<file path="src/rtl/lsu_mem_unit_pkg.sv">
// Shared definitions for the load/store unit: mem_type bit positions,
// one-hot codes, FSM state encoding and byte-enable constants.
package npc_lsu_pkg;

  // Bit positions inside the one-hot mem_type vector {lhu,lbu,lw,lh,lb,sw,sh,sb}
  localparam int MT_SB  = 0;
  localparam int MT_SH  = 1;
  localparam int MT_SW  = 2;
  localparam int MT_LB  = 3;
  localparam int MT_LH  = 4;
  localparam int MT_LW  = 5;
  localparam int MT_LBU = 6;
  localparam int MT_LHU = 7;

  // Full one-hot codes, so case statements look at every bit of mem_type
  localparam logic [7:0] OH_SB  = 8'h01;
  localparam logic [7:0] OH_SH  = 8'h02;
  localparam logic [7:0] OH_SW  = 8'h04;
  localparam logic [7:0] OH_LB  = 8'h08;
  localparam logic [7:0] OH_LH  = 8'h10;
  localparam logic [7:0] OH_LW  = 8'h20;
  localparam logic [7:0] OH_LBU = 8'h40;
  localparam logic [7:0] OH_LHU = 8'h80;

  localparam logic [7:0] STORE_BITS = OH_SB | OH_SH | OH_SW;

  typedef enum logic [1:0] {
    ST_IDLE = 2'd0,
    ST_REQ  = 2'd1,
    ST_RESP = 2'd2,
    ST_DONE = 2'd3
  } lsu_state_e;

  localparam logic [3:0] MASK_NONE    = 4'b0000;
  localparam logic [3:0] MASK_BYTE0   = 4'b0001;
  localparam logic [3:0] MASK_HALF_LO = 4'b0011;
  localparam logic [3:0] MASK_HALF_HI = 4'b1100;
  localparam logic [3:0] MASK_WORD    = 4'b1111;

  function automatic logic is_onehot8(input logic [7:0] v);
    return (v != 8'd0) && ((v & (v - 8'd1)) == 8'd0);
  endfunction

endpackage

</file>
<file path="src/rtl/lsu_mem_unit_align.sv">
// Combinational lane logic: store data replication / byte-enable generation
// and load lane extraction with sign or zero extension.
module lsu_align
  import npc_lsu_pkg::*;
(
  input  logic [7:0]  st_type,
  input  logic [1:0]  st_off,
  input  logic [31:0] wdata,
  output logic [31:0] st_wdata,
  output logic [3:0]  st_wmask,
  input  logic [7:0]  ld_type,
  input  logic [1:0]  ld_off,
  input  logic [31:0] rdata_word,
  output logic [31:0] ld_data
);

  logic [31:0] lane;

  // Store side: replicate the operand across lanes, enable only the addressed bytes
  always_comb begin
    st_wdata = '0;
    st_wmask = MASK_NONE;
    unique case (st_type)
      OH_SB: begin
        st_wdata = {4{wdata[7:0]}};
        st_wmask = MASK_BYTE0 << st_off;
      end
      OH_SH: begin
        st_wdata = {2{wdata[15:0]}};
        st_wmask = st_off[1] ? MASK_HALF_HI : MASK_HALF_LO;
      end
      OH_SW: begin
        st_wdata = wdata;
        st_wmask = MASK_WORD;
      end
      default: begin
        st_wdata = '0;
        st_wmask = MASK_NONE;
      end
    endcase
  end

  // Load side: shift the addressed byte/half down to bit 0, then extend
  always_comb begin
    lane    = rdata_word >> {ld_off, 3'b000};
    ld_data = '0;
    unique case (ld_type)
      OH_LB:   ld_data = {{24{lane[7]}}, lane[7:0]};
      OH_LH:   ld_data = {{16{lane[15]}}, lane[15:0]};
      OH_LW:   ld_data = rdata_word;
      OH_LBU:  ld_data = {24'd0, lane[7:0]};
      OH_LHU:  ld_data = {16'd0, lane[15:0]};
      default: ld_data = '0;
    endcase
  end

endmodule

</file>
<file path="src/rtl/lsu_mem_unit.sv">
// Load/store unit: one byte/half/word access per request over a valid/ready
// bus with variable latency, with alignment checks and an optional timeout.
//
// state | meaning
// IDLE  | ready for a request; checks legality at accept
// REQ   | bus_req_valid high, waiting for bus_req_ready
// RESP  | bus_resp_ready high, waiting for read data / write ack
// DONE  | one-cycle resp_valid pulse with rdata/err
module lsu_mem_unit
  import npc_lsu_pkg::*;
#(
  parameter int TIMEOUT_CYC = 255,
  parameter int CNT_W       = 8
) (
  input  logic        clk,
  input  logic        rst,
  input  logic        req_valid,
  output logic        req_ready,
  input  logic        req_wen,
  input  logic [7:0]  mem_type,
  input  logic [31:0] addr,
  input  logic [31:0] wdata,
  output logic        resp_valid,
  output logic [31:0] rdata,
  output logic        err,
  output logic        bus_req_valid,
  input  logic        bus_req_ready,
  output logic        bus_req_wen,
  output logic [31:0] bus_req_addr,
  output logic [31:0] bus_req_wdata,
  output logic [3:0]  bus_req_wmask,
  input  logic        bus_resp_valid,
  input  logic [31:0] bus_resp_rdata,
  output logic        bus_resp_ready
);

  lsu_state_e       state;
  logic [7:0]       mt_q;
  logic [1:0]       off_q;
  logic [CNT_W-1:0] cnt;
  logic [CNT_W-1:0] cnt_inc;
  logic             timeout_hit;
  logic             bad_req;
  logic [31:0]      st_wdata;
  logic [3:0]       st_wmask;
  logic [31:0]      ld_data;

  lsu_align u_align (
    .st_type    (mem_type),
    .st_off     (addr[1:0]),
    .wdata      (wdata),
    .st_wdata   (st_wdata),
    .st_wmask   (st_wmask),
    .ld_type    (mt_q),
    .ld_off     (off_q),
    .rdata_word (bus_resp_rdata),
    .ld_data    (ld_data)
  );

  // Legality of the incoming request and the timeout terminal count
  always_comb begin
    bad_req = !is_onehot8(mem_type)
           || (req_wen != (|(mem_type & STORE_BITS)))
           || ((mem_type[MT_LW] | mem_type[MT_SW]) && (addr[1:0] != 2'b00))
           || ((mem_type[MT_LH] | mem_type[MT_LHU] | mem_type[MT_SH]) && addr[0]);
    cnt_inc     = cnt + 1'b1;
    timeout_hit = (TIMEOUT_CYC != 0) && (cnt_inc == CNT_W'(TIMEOUT_CYC));
  end

  // Sequencing FSM with registered handshake and result outputs
  always_ff @(posedge clk) begin
    if (rst) begin
      state          <= ST_IDLE;
      req_ready      <= 1'b1;
      resp_valid     <= 1'b0;
      err            <= 1'b0;
      rdata          <= '0;
      bus_req_valid  <= 1'b0;
      bus_resp_ready <= 1'b0;
      bus_req_wen    <= 1'b0;
      bus_req_addr   <= '0;
      bus_req_wdata  <= '0;
      bus_req_wmask  <= '0;
      mt_q           <= '0;
      off_q          <= '0;
      cnt            <= '0;
    end else begin
      resp_valid <= 1'b0;
      unique case (state)
        ST_IDLE: begin
          if (req_valid) begin
            mt_q          <= mem_type;
            off_q         <= addr[1:0];
            bus_req_wen   <= req_wen;
            bus_req_addr  <= {addr[31:2], 2'b00};
            bus_req_wdata <= st_wdata;
            bus_req_wmask <= st_wmask;
            cnt           <= '0;
            req_ready     <= 1'b0;
            rdata         <= '0;
            if (bad_req) begin
              err        <= 1'b1;
              resp_valid <= 1'b1;
              state      <= ST_DONE;
            end else begin
              err           <= 1'b0;
              bus_req_valid <= 1'b1;
              state         <= ST_REQ;
            end
          end
        end
        ST_REQ: begin
          if (bus_req_ready) begin
            bus_req_valid  <= 1'b0;
            bus_resp_ready <= 1'b1;
            cnt            <= '0;
            state          <= ST_RESP;
          end else if (timeout_hit) begin
            bus_req_valid <= 1'b0;
            err           <= 1'b1;
            resp_valid    <= 1'b1;
            state         <= ST_DONE;
          end else begin
            cnt <= cnt_inc;
          end
        end
        ST_RESP: begin
          if (bus_resp_valid) begin
            bus_resp_ready <= 1'b0;
            rdata          <= bus_req_wen ? 32'd0 : ld_data;
            resp_valid     <= 1'b1;
            state          <= ST_DONE;
          end else if (timeout_hit) begin
            bus_resp_ready <= 1'b0;
            err            <= 1'b1;
            resp_valid     <= 1'b1;
            state          <= ST_DONE;
          end else begin
            cnt <= cnt_inc;
          end
        end
        ST_DONE: begin
          req_ready <= 1'b1;
          state     <= ST_IDLE;
        end
        default: state <= ST_IDLE;
      endcase
    end
  end

endmodule
</file>
<file path="config.mk">
export PLATFORM = sky130hd
export DESIGN_NAME = lsu_mem_unit
export DESIGN_NICKNAME = d
export VERILOG_FILES = /design/src/rtl/lsu_mem_unit_pkg.sv /design/src/rtl/lsu_mem_unit_align.sv /design/src/rtl/lsu_mem_unit.sv
export SDC_FILE = /design/constraint.sdc
export NUM_CORES = 1
export LEC_CHECK = 0
export ABC_AREA = 1
export CAP_MARGIN = 10
export CORE_ASPECT_RATIO = 1.5
export CORE_MARGIN = 2
export CORE_UTILIZATION = 51
export CTS_BUF_LIST = sky130_fd_sc_hd__clkbuf_2 sky130_fd_sc_hd__clkbuf_4 sky130_fd_sc_hd__clkbuf_8
export DETAILED_ROUTE_END_ITERATION = 12
export PLACE_DENSITY = 0.89
export SYNTH_ARGS = -nofsm -noshare
export SYNTH_HDL_FRONTEND = slang
export SYNTH_SLANG_ARGS = --single-unit
export TNS_END_PERCENT = 100
</file>
<file path="constraint.sdc">
create_clock -name clk -period 2.9 [get_ports clk]
set_input_delay 0.29 -clock clk [delete_from_list [all_inputs] [get_ports clk]]
set_output_delay 0.29 -clock clk [all_outputs]
set_load 0.05 [all_outputs]
</file>
==> metrics.log, run 1 <==
INFO  metric run_status = finished clean
INFO  metric worst_path_max_delay_cell = sky130_fd_sc_hd__nand2b_1
INFO  metric fmax = about 0.46 GHz
INFO  metric drv.max_cap_violation_count = 0
INFO  metric postRouteAntennaNets = 0
INFO  metric grt_pass1_vias = about 6.6k
INFO  metric finalSetupViolCount = 0
INFO  metric number_of_top_level_pins = roughly 220
INFO  metric insertion_delay = 0.44 ns
INFO  metric detailroute.via_count = a little under 7k
INFO  metric post-synth-top-area-cell = sky130_fd_sc_hd__dfxtp_1
INFO  metric most_numerous_cell_in_the_yosys_netlist = sky130_fd_sc_hd__nand2_1
INFO  metric power.leakage = roughly 3.5 nW
INFO  metric power.share.clock = between 30% and 40%
INFO  metric syn_to_final_growth = 42.7%
INFO  metric rr_startpoint = off_q[1]
INFO  metric switching_power = 0.00195 W
INFO  metric wl_per_cell = about 15 um
INFO  metric timing.final.crit_share = about three quarters
INFO  metric hold_buffers = 0
INFO  metric drc = 0
INFO  metric start_util = around half
INFO  metric yosysTopAreaCellShare = 40.2%
INFO  metric cts_post_setup_buffers_inserted = 0
INFO  metric tritoncts_clock_tree = yes
INFO  metric combinational_share_of_power = approximately a third
INFO  metric synthesis.yosys.warnings = 0
INFO  metric coreArea = 11900 um^2
INFO  metric worst_slew_margin_rel = 38.3%
INFO  metric hold_start = wdata[6]
INFO  metric global_route.usage.total = roughly 30%
INFO  metric power.sequential.fraction = between 30% and 40%
INFO  metric setup_slack = 0.723 ns
INFO  metric grt.overflow.total = 0
INFO  metric drive_gt1_share = between 8 and 9%
INFO  metric synth_sequential_area_ratio = 40.2%
INFO  metric power.density = 618 nW/um^2
INFO  metric clk_root_buffer_cell = sky130_fd_sc_hd__clkbuf_8
INFO  metric number_of_buffers_created_by_cts = 17
INFO  metric yosys_most_used_dff = sky130_fd_sc_hd__dfxtp_1
INFO  metric cp_cell_sequence = buf_4 > inv_1 > o21ai_1 > o22ai_1 > nand2b_1 > buf_4 > o211ai_1 > nand2_1 > a21oi_1
INFO  metric total_nets_final = roughly 1.2k
INFO  metric critical_path.startpoint_type = flip-flop
INFO  metric wl = approximately 19000 um
INFO  metric worstPathArrival = about 2.5 ns
INFO  metric postSynthAreaPerCell = roughly 6.7 um^2
INFO  metric finalWeightedCongestion = between 0.9 and 1
INFO  metric syn_inst = about 900
INFO  metric largest_net_degree_at_the_start_of_global_routing = ~80
INFO  metric floorplan.die.height = 139 um
INFO  metric ys_ff_latch = ~120
INFO  metric detailed_place_hpwl = between 10000 and 15000 um
INFO  metric timing.critical_path.required = about 3.3 ns
INFO  metric grt_setup_unrepaired = no
INFO  metric hold_viol_final = 0
INFO  metric worst_setup_hold_path_clk_slew = about 0.080 ns
INFO  metric worst-setup-path-type = flip-flop to flip-flop
INFO  metric cts_num_sinks = 124
INFO  metric std_cell_rows = slightly below 50
INFO  metric synth_top_cells_by_count = sky130_fd_sc_hd__nand2_1 (249), sky130_fd_sc_hd__dfxtp_1 (124), sky130_fd_sc_hd__nor2_1 (112)
INFO  metric cpMostUsedCell = sky130_fd_sc_hd__buf_4
INFO  metric path_delay_family = buffers and inverters
INFO  metric drt_first_iter_violations = 417
INFO  metric critPathMaxFanout = 16
INFO  metric worst_clock_skew = about 0.016 ns
INFO  metric synth.cell_area = roughly 6200 um^2
INFO  metric post_synth_main_area_contributors = sky130_fd_sc_hd__dfxtp_1 (40%), sky130_fd_sc_hd__nand2_1 (15%), sky130_fd_sc_hd__a21oi_1 (7.3%)
INFO  metric finalMaxSlewViolations = 0
INFO  metric antenna-diode-count = 0
INFO  metric die_area = around 13000 um^2
INFO  metric dieWidth = 93.9 um
INFO  metric min_path_type = input pin to flip-flop
INFO  metric synth.lib_cells_used.distinct = 35
INFO  metric detailedRoute.firstPassIterationCount = 5
INFO  metric worst-slew-pin-transition = approximately 0.9 ns
INFO  metric max-clock-path-buffers = 2
INFO  metric timing.setup.tns = 0 ns
INFO  metric placed_cells = around 1.3k
INFO  metric finalCriticalPeriod = 2.18 ns
INFO  metric critical_path.endpoint_type = flip-flop
INFO  metric postSynth.asyncResetShare = 0%
INFO  metric worstSetupStartpoint = off_q[1]
INFO  metric cts_max_level = 4
INFO  metric wire_length_of_the_first_global_routing_pass = between 30000 and 40000 um
INFO  metric stdcell_count = 1282
INFO  metric critPathBufInv = 3
INFO  metric place_ws = a little over 0.7 ns
INFO  metric route.detailed.vias_per_inst = about 5.3
INFO  metric cts_resized = 0
INFO  metric max-vdd-ir-drop = around 0.54 mV
INFO  metric initial_antenna_violation_count = 0
INFO  metric netSwitchingFraction = 35.8%
INFO  metric internal_power = ~0.0035 W
INFO  metric place.port_buffers = approximately 210
INFO  metric synth-edff-count = 0
INFO  metric slowest_delay = between 0.3 and 0.4 ns
-- worst register-to-register path, stage by stage, from the launching register on --
cell	delay, ns
sky130_fd_sc_hd__dfxtp_1	0.30
sky130_fd_sc_hd__buf_4	0.16
sky130_fd_sc_hd__inv_1	0.35
sky130_fd_sc_hd__o21ai_1	0.15
sky130_fd_sc_hd__o22ai_1	0.20
sky130_fd_sc_hd__nand2b_1	0.36
sky130_fd_sc_hd__buf_4	0.31
sky130_fd_sc_hd__o211ai_1	0.10
sky130_fd_sc_hd__nand2_1	0.07
sky130_fd_sc_hd__a21oi_1	0.13
-- routing by layer --
metal	vias up	routed length [um]	share of wire [%]	global-route usage, %
li1	3390	-	-	-
met1	3074	6910	36	31.9
met2	312	9810	51	51.6
met3	72	1270	6.7	7.01
met4	0	1090	5.7	16.0
met5	-	0	0	0
-- through the flow --
stage	total power, W	hold WS [ns]	util [%]	area (um^2)
global route	0.00572	0.465	74.2	8820
detailed placement	0.00367	0.454	70.1	8340
finish	0.00545	0.458	74.2	8820
CTS	0.00547	0.436	74.2	8820
global placement	0.00365	0.451	70.1	8340
floorplan	0.00309	0.433	-	6180
-- power groups by stage --
stage / Combinational, W / Sequential, W / Clock, W
6_report: 0.00172 / 0.00192 / 0.00180
5_1_grt: 0.00188 / 0.00194 / 0.00190
3_5_place_dp: 0.00172 / 0.00196 / 0
2_1_floorplan: 0.000798 / 0.00229 / 0
3_3_place_gp: 0.00170 / 0.00195 / 0
4_1_cts: 0.00172 / 0.00192 / 0.00183
-- sequential cells by signal, summed over array words and instances (netlist names), 2 cells and up --
name	flops
bus_req_addr	30
bus_req_wdata	32
bus_req_wmask	4
cnt	8
mt_q	8
off_q	2
rdata	32
state	2
-- path summary, 6_finish.rpt --
kind | endpoint | slack [ns] | cells past startpoint
worst max-delay path | rdata[24] | 0.72 | 9
worst min-delay path | bus_req_wdata[6] | 0.46 | 3
worst max register to register | rdata[24] | 0.72 | 9
worst min register to register | bus_req_wdata[1] | 0.46 | 2
-- kinds of logic (layout without fill, tap and decap cells) --
family / after synthesis / count (layout) / share of synthesized area [%]
flops: 124 / 124 / 40.2
buf+inv: 124 / 328 / 8.38
compound gates: 230 / 230 / 20.7
xor+xnor: 2 / 2 / 0.284
simple gates: 437 / 437 / 29.2
fa+ha+maj: 6 / 6 / 1.21
other cells: 1 / 2 / 0.0607
-- area by class of cell --
| class | count | area, um^2 |
|---|---|---|
| inverters | 72 | 273 |
| well taps | 153 | 191 |
| flip-flops and latches | 124 | 2480 |
| clock buffers | 20 | 269 |
| multi-input cells | 677 | 3190 |
| clock inverters | 12 | 210 |
| repair buffers | 224 | 2210 |
| fillers | 981 | 3070 |
-- placed cells by master, fill, tap and decap left out, drive strengths merged --
| master | synthesis | layout |
|---|---|---|
| clkinvlp | 0 | 1 |
| clkbuf | 33 | 20 |
| a21oi | 106 | 106 |
| nor2 | 117 | 117 |
| xor2 | 2 | 2 |
| inv | 71 | 72 |
| dfxtp | 124 | 124 |
| nand4 | 6 | 6 |
| or2 | 1 | 1 |
| clkdlybuf4s50 | 0 | 212 |
| o21ai | 95 | 95 |
| a31oi | 1 | 1 |
| nand3b | 2 | 2 |
| ha | 6 | 6 |
| nor3 | 2 | 2 |
| bufinv | 0 | 5 |
| conb | 1 | 2 |
| buf | 19 | 12 |
| nand2 | 262 | 262 |
| nand2b | 1 | 1 |
| o22ai | 8 | 8 |
| clkinv | 1 | 6 |
| nand3 | 45 | 45 |
| nor3b | 1 | 1 |
| o211ai | 20 | 20 |
Power figures use the tool's default switching activity.
==> inputs of run 2 (changes only) <==
- CORE_UTILIZATION: 51 -> 42
- PLACE_DENSITY: 0.89 -> 0.78
- clock period: 2.9 -> 1.8 ns (I/O delays scaled with it)
==> metrics.log, run 2 (synthesis results as in run 1) <==
INFO  metric max-clock-path-buffers = 2 (unchanged)
INFO  metric place_ws = -0.175 ns (-0.882 ns)
INFO  metric grt_pass1_vias = 6443 (-2.8%)
INFO  metric detailroute.via_count = 7045 (+2.9%)
INFO  metric number_of_buffers_created_by_cts = 17 (unchanged)
INFO  metric fmax = 0.579 GHz (+26%)
INFO  metric hold_viol_final = 0 (unchanged)
INFO  metric critPathMaxFanout = 7 (-9)
INFO  metric drt_first_iter_violations = 338 (-19%)
INFO  metric grt.overflow.total = 0 (unchanged)
INFO  metric postRouteAntennaNets = 0 (unchanged)
INFO  metric wl_per_cell = 14.7 um (-1.4%)
INFO  metric run_status = finished clean
INFO  metric most-common-layout-cells = sky130_fd_sc_hd__nand2_1 (248), sky130_fd_sc_hd__dfxtp_1 (120), sky130_fd_sc_hd__nor2_1 (111)
INFO  metric wl_met2 = 10400 um (+5.9%)
INFO  metric wl = 20200 um (+5.7%)
INFO  metric finalSetupViolCount = 0 (unchanged)
INFO  metric critical_path.endpoint_type = flip-flop
INFO  metric worst-slew-pin-transition = 0.562 ns (-0.364 ns)
INFO  metric initial_antenna_violation_count = 0 (unchanged)
INFO  metric finalMaxSlewViolations = 0 (unchanged)
INFO  metric largestRegisters = bus_req_wdata: 32 flops, rdata: 32 flops, bus_req_addr: 30 flops
INFO  metric whs = 0.263 ns (-0.195 ns)
INFO  metric tritoncts_clock_tree = yes
INFO  metric placed_cells = 1337 (+7.0%)
INFO  metric worst_clock_skew = 0.0116 ns (-0.00453 ns)
INFO  metric max-vdd-ir-drop = 0.647 mV (+21%)
INFO  metric timing.critical_path.required = 2.18 ns (-1.09 ns)
INFO  metric die_area = 15700 um^2 (+21%)
INFO  metric drc = 0 (unchanged)
INFO  metric finalPower = 0.00890 W (+63%)
INFO  metric std_cell_rows = 54 (+10%)
INFO  metric power.density = 943 nW/um^2 (+53%)
INFO  metric global_route.usage.total = 24.9% (-4.5 points)
INFO  metric worst_setup_hold_path_clk_slew = 0.08 ns (about the same)
INFO  metric wl_met1 = 7610 um (+10%)
INFO  metric nFillCells = 1322 (+35%)
INFO  metric detailed_place_hpwl = 14500 um (+4.8%)
INFO  metric coreArea = 14500 um^2 (+22%)
INFO  metric worstPathArrival = 2.11 ns (-0.43 ns)
INFO  metric setup_slack = 0.0718 ns (-0.651 ns)
INFO  metric finalCriticalPeriod = 1.73 ns (-0.449 ns)
INFO  metric critical_path.startpoint_type = flip-flop
INFO  metric clk_root_buffer_cell = sky130_fd_sc_hd__clkbuf_8
INFO  metric cts_max_level = 4 (unchanged)
INFO  metric top_layer = met4
INFO  metric drv.max_cap_violation_count = 0 (unchanged)
INFO  metric insertion_delay = 0.44 ns (about the same)
INFO  metric total_nets_final = 1282 (+4.1%)
INFO  metric timing.final.crit_share = 96.0% (+21 points)
INFO  metric floorplan.die.height = 153 um (+9.9%)
INFO  metric met3RoutedLength = 1280 um (+0.79%)
INFO  metric stdcell_count = 1374 (+7.2%)
INFO  metric syn_to_final_growth = 52.7%
INFO  metric number_of_top_level_pins = 216 (unchanged)
INFO  metric dieWidth = 103 um (+9.8%)
INFO  metric largest_net_degree_at_the_start_of_global_routing = 79 (unchanged)
INFO  metric cts_num_sinks = 124 (unchanged)
INFO  metric power.leakage = 4.80 nW (+39%)
INFO  metric detailedRoute.firstPassIterationCount = 5 (unchanged)
INFO  metric min_path_type = input pin to flip-flop
INFO  metric layout.cells.most_common = sky130_fd_sc_hd__nand2_1
INFO  metric timing.setup.tns = 0 ns (unchanged)
INFO  metric route.detailed.vias_per_inst = 5.13 (-4.0%)
INFO  metric finalWeightedCongestion = 0.927 (-2.0%)
INFO  metric drive_gt1_share = 14.9% (+6.6 points)
INFO  metric worst-setup-path-type = flip-flop to flip-flop
INFO  metric wire_length_of_the_first_global_routing_pass = 31100 um (+0.45%)
INFO  metric start_util = 42.7% (-9.2 points)
INFO  metric worst_slew_margin_rel = 62.7% (+24 points)
INFO  metric antenna-diode-count = 0 (unchanged)
INFO  metric regToRegSetupSlack = 0.07 ns (-0.65 ns)
INFO  metric place.port_buffers = 213 (unchanged)
run 2: repair_timing:
action | CTS | global route
buffers inserted | 0 | 4
gates cloned | 0 | 2
gates resized for setup | 37 | 74
endpoints found under the hold margin | 0 | 0
endpoints found under the setup margin | 37 | 98
pin swaps | 0 | 5
hold buffers | 0 | 0
run 2: metal layers:
layer	vias to the layer above	track usage (%)
met5	-	0
met4	0	12.0
met3	66	5.50
met2	290	43.1
met1	3197	28.1
li1	3492	-
run 2: final timing paths:
check / from / endpoint / cells past startpoint
worst max-delay path: state[0] / rdata[27] / 11
worst min-delay path: rst / rdata[15] / 3
worst max register to register: state[0] / rdata[27] / 11
worst min register to register: rdata[6] / rdata[6] / 2
run 2: critical path, stage by stage (launching register included):
cell and delay (ns):
sky130_fd_sc_hd__dfxtp_4 0.37, sky130_fd_sc_hd__inv_4 0.08, sky130_fd_sc_hd__ha_4 0.14, sky130_fd_sc_hd__inv_2 0.04, sky130_fd_sc_hd__o21ai_2 0.15, sky130_fd_sc_hd__nand2_2 0.10, sky130_fd_sc_hd__nor3_4 0.22, sky130_fd_sc_hd__o21ai_2 0.10
sky130_fd_sc_hd__inv_4 0.11, sky130_fd_sc_hd__buf_4 0.17, sky130_fd_sc_hd__nand2_1 0.08, sky130_fd_sc_hd__a21oi_2 0.11
run 2: layout make-up:
type	instances	area, um^2	share of cell area [%]
well taps	196	245	2.60
clock inverters	13	191	2.03
repair buffers	273	2720	28.9
inverters	72	275	2.92
clock buffers	18	248	2.63
flip-flops and latches	124	2490	26.4
multi-input cells	678	3260	34.6
run 2: through the flow:
stage	area, um^2	util (%)
after floorplan	6180	-
after global placement	8770	60.7
after detailed placement	8770	60.7
after CTS	9160	63.4
after global routing	9440	65.3
final	9440	65.3
run 2: where the power goes:
group	leakage [nW]	internal (W)	switching, W
sequential	1.01	0.00297	0.000139
combinational	3.57	0.00113	0.00194
clock	0.212	0.00155	0.00118
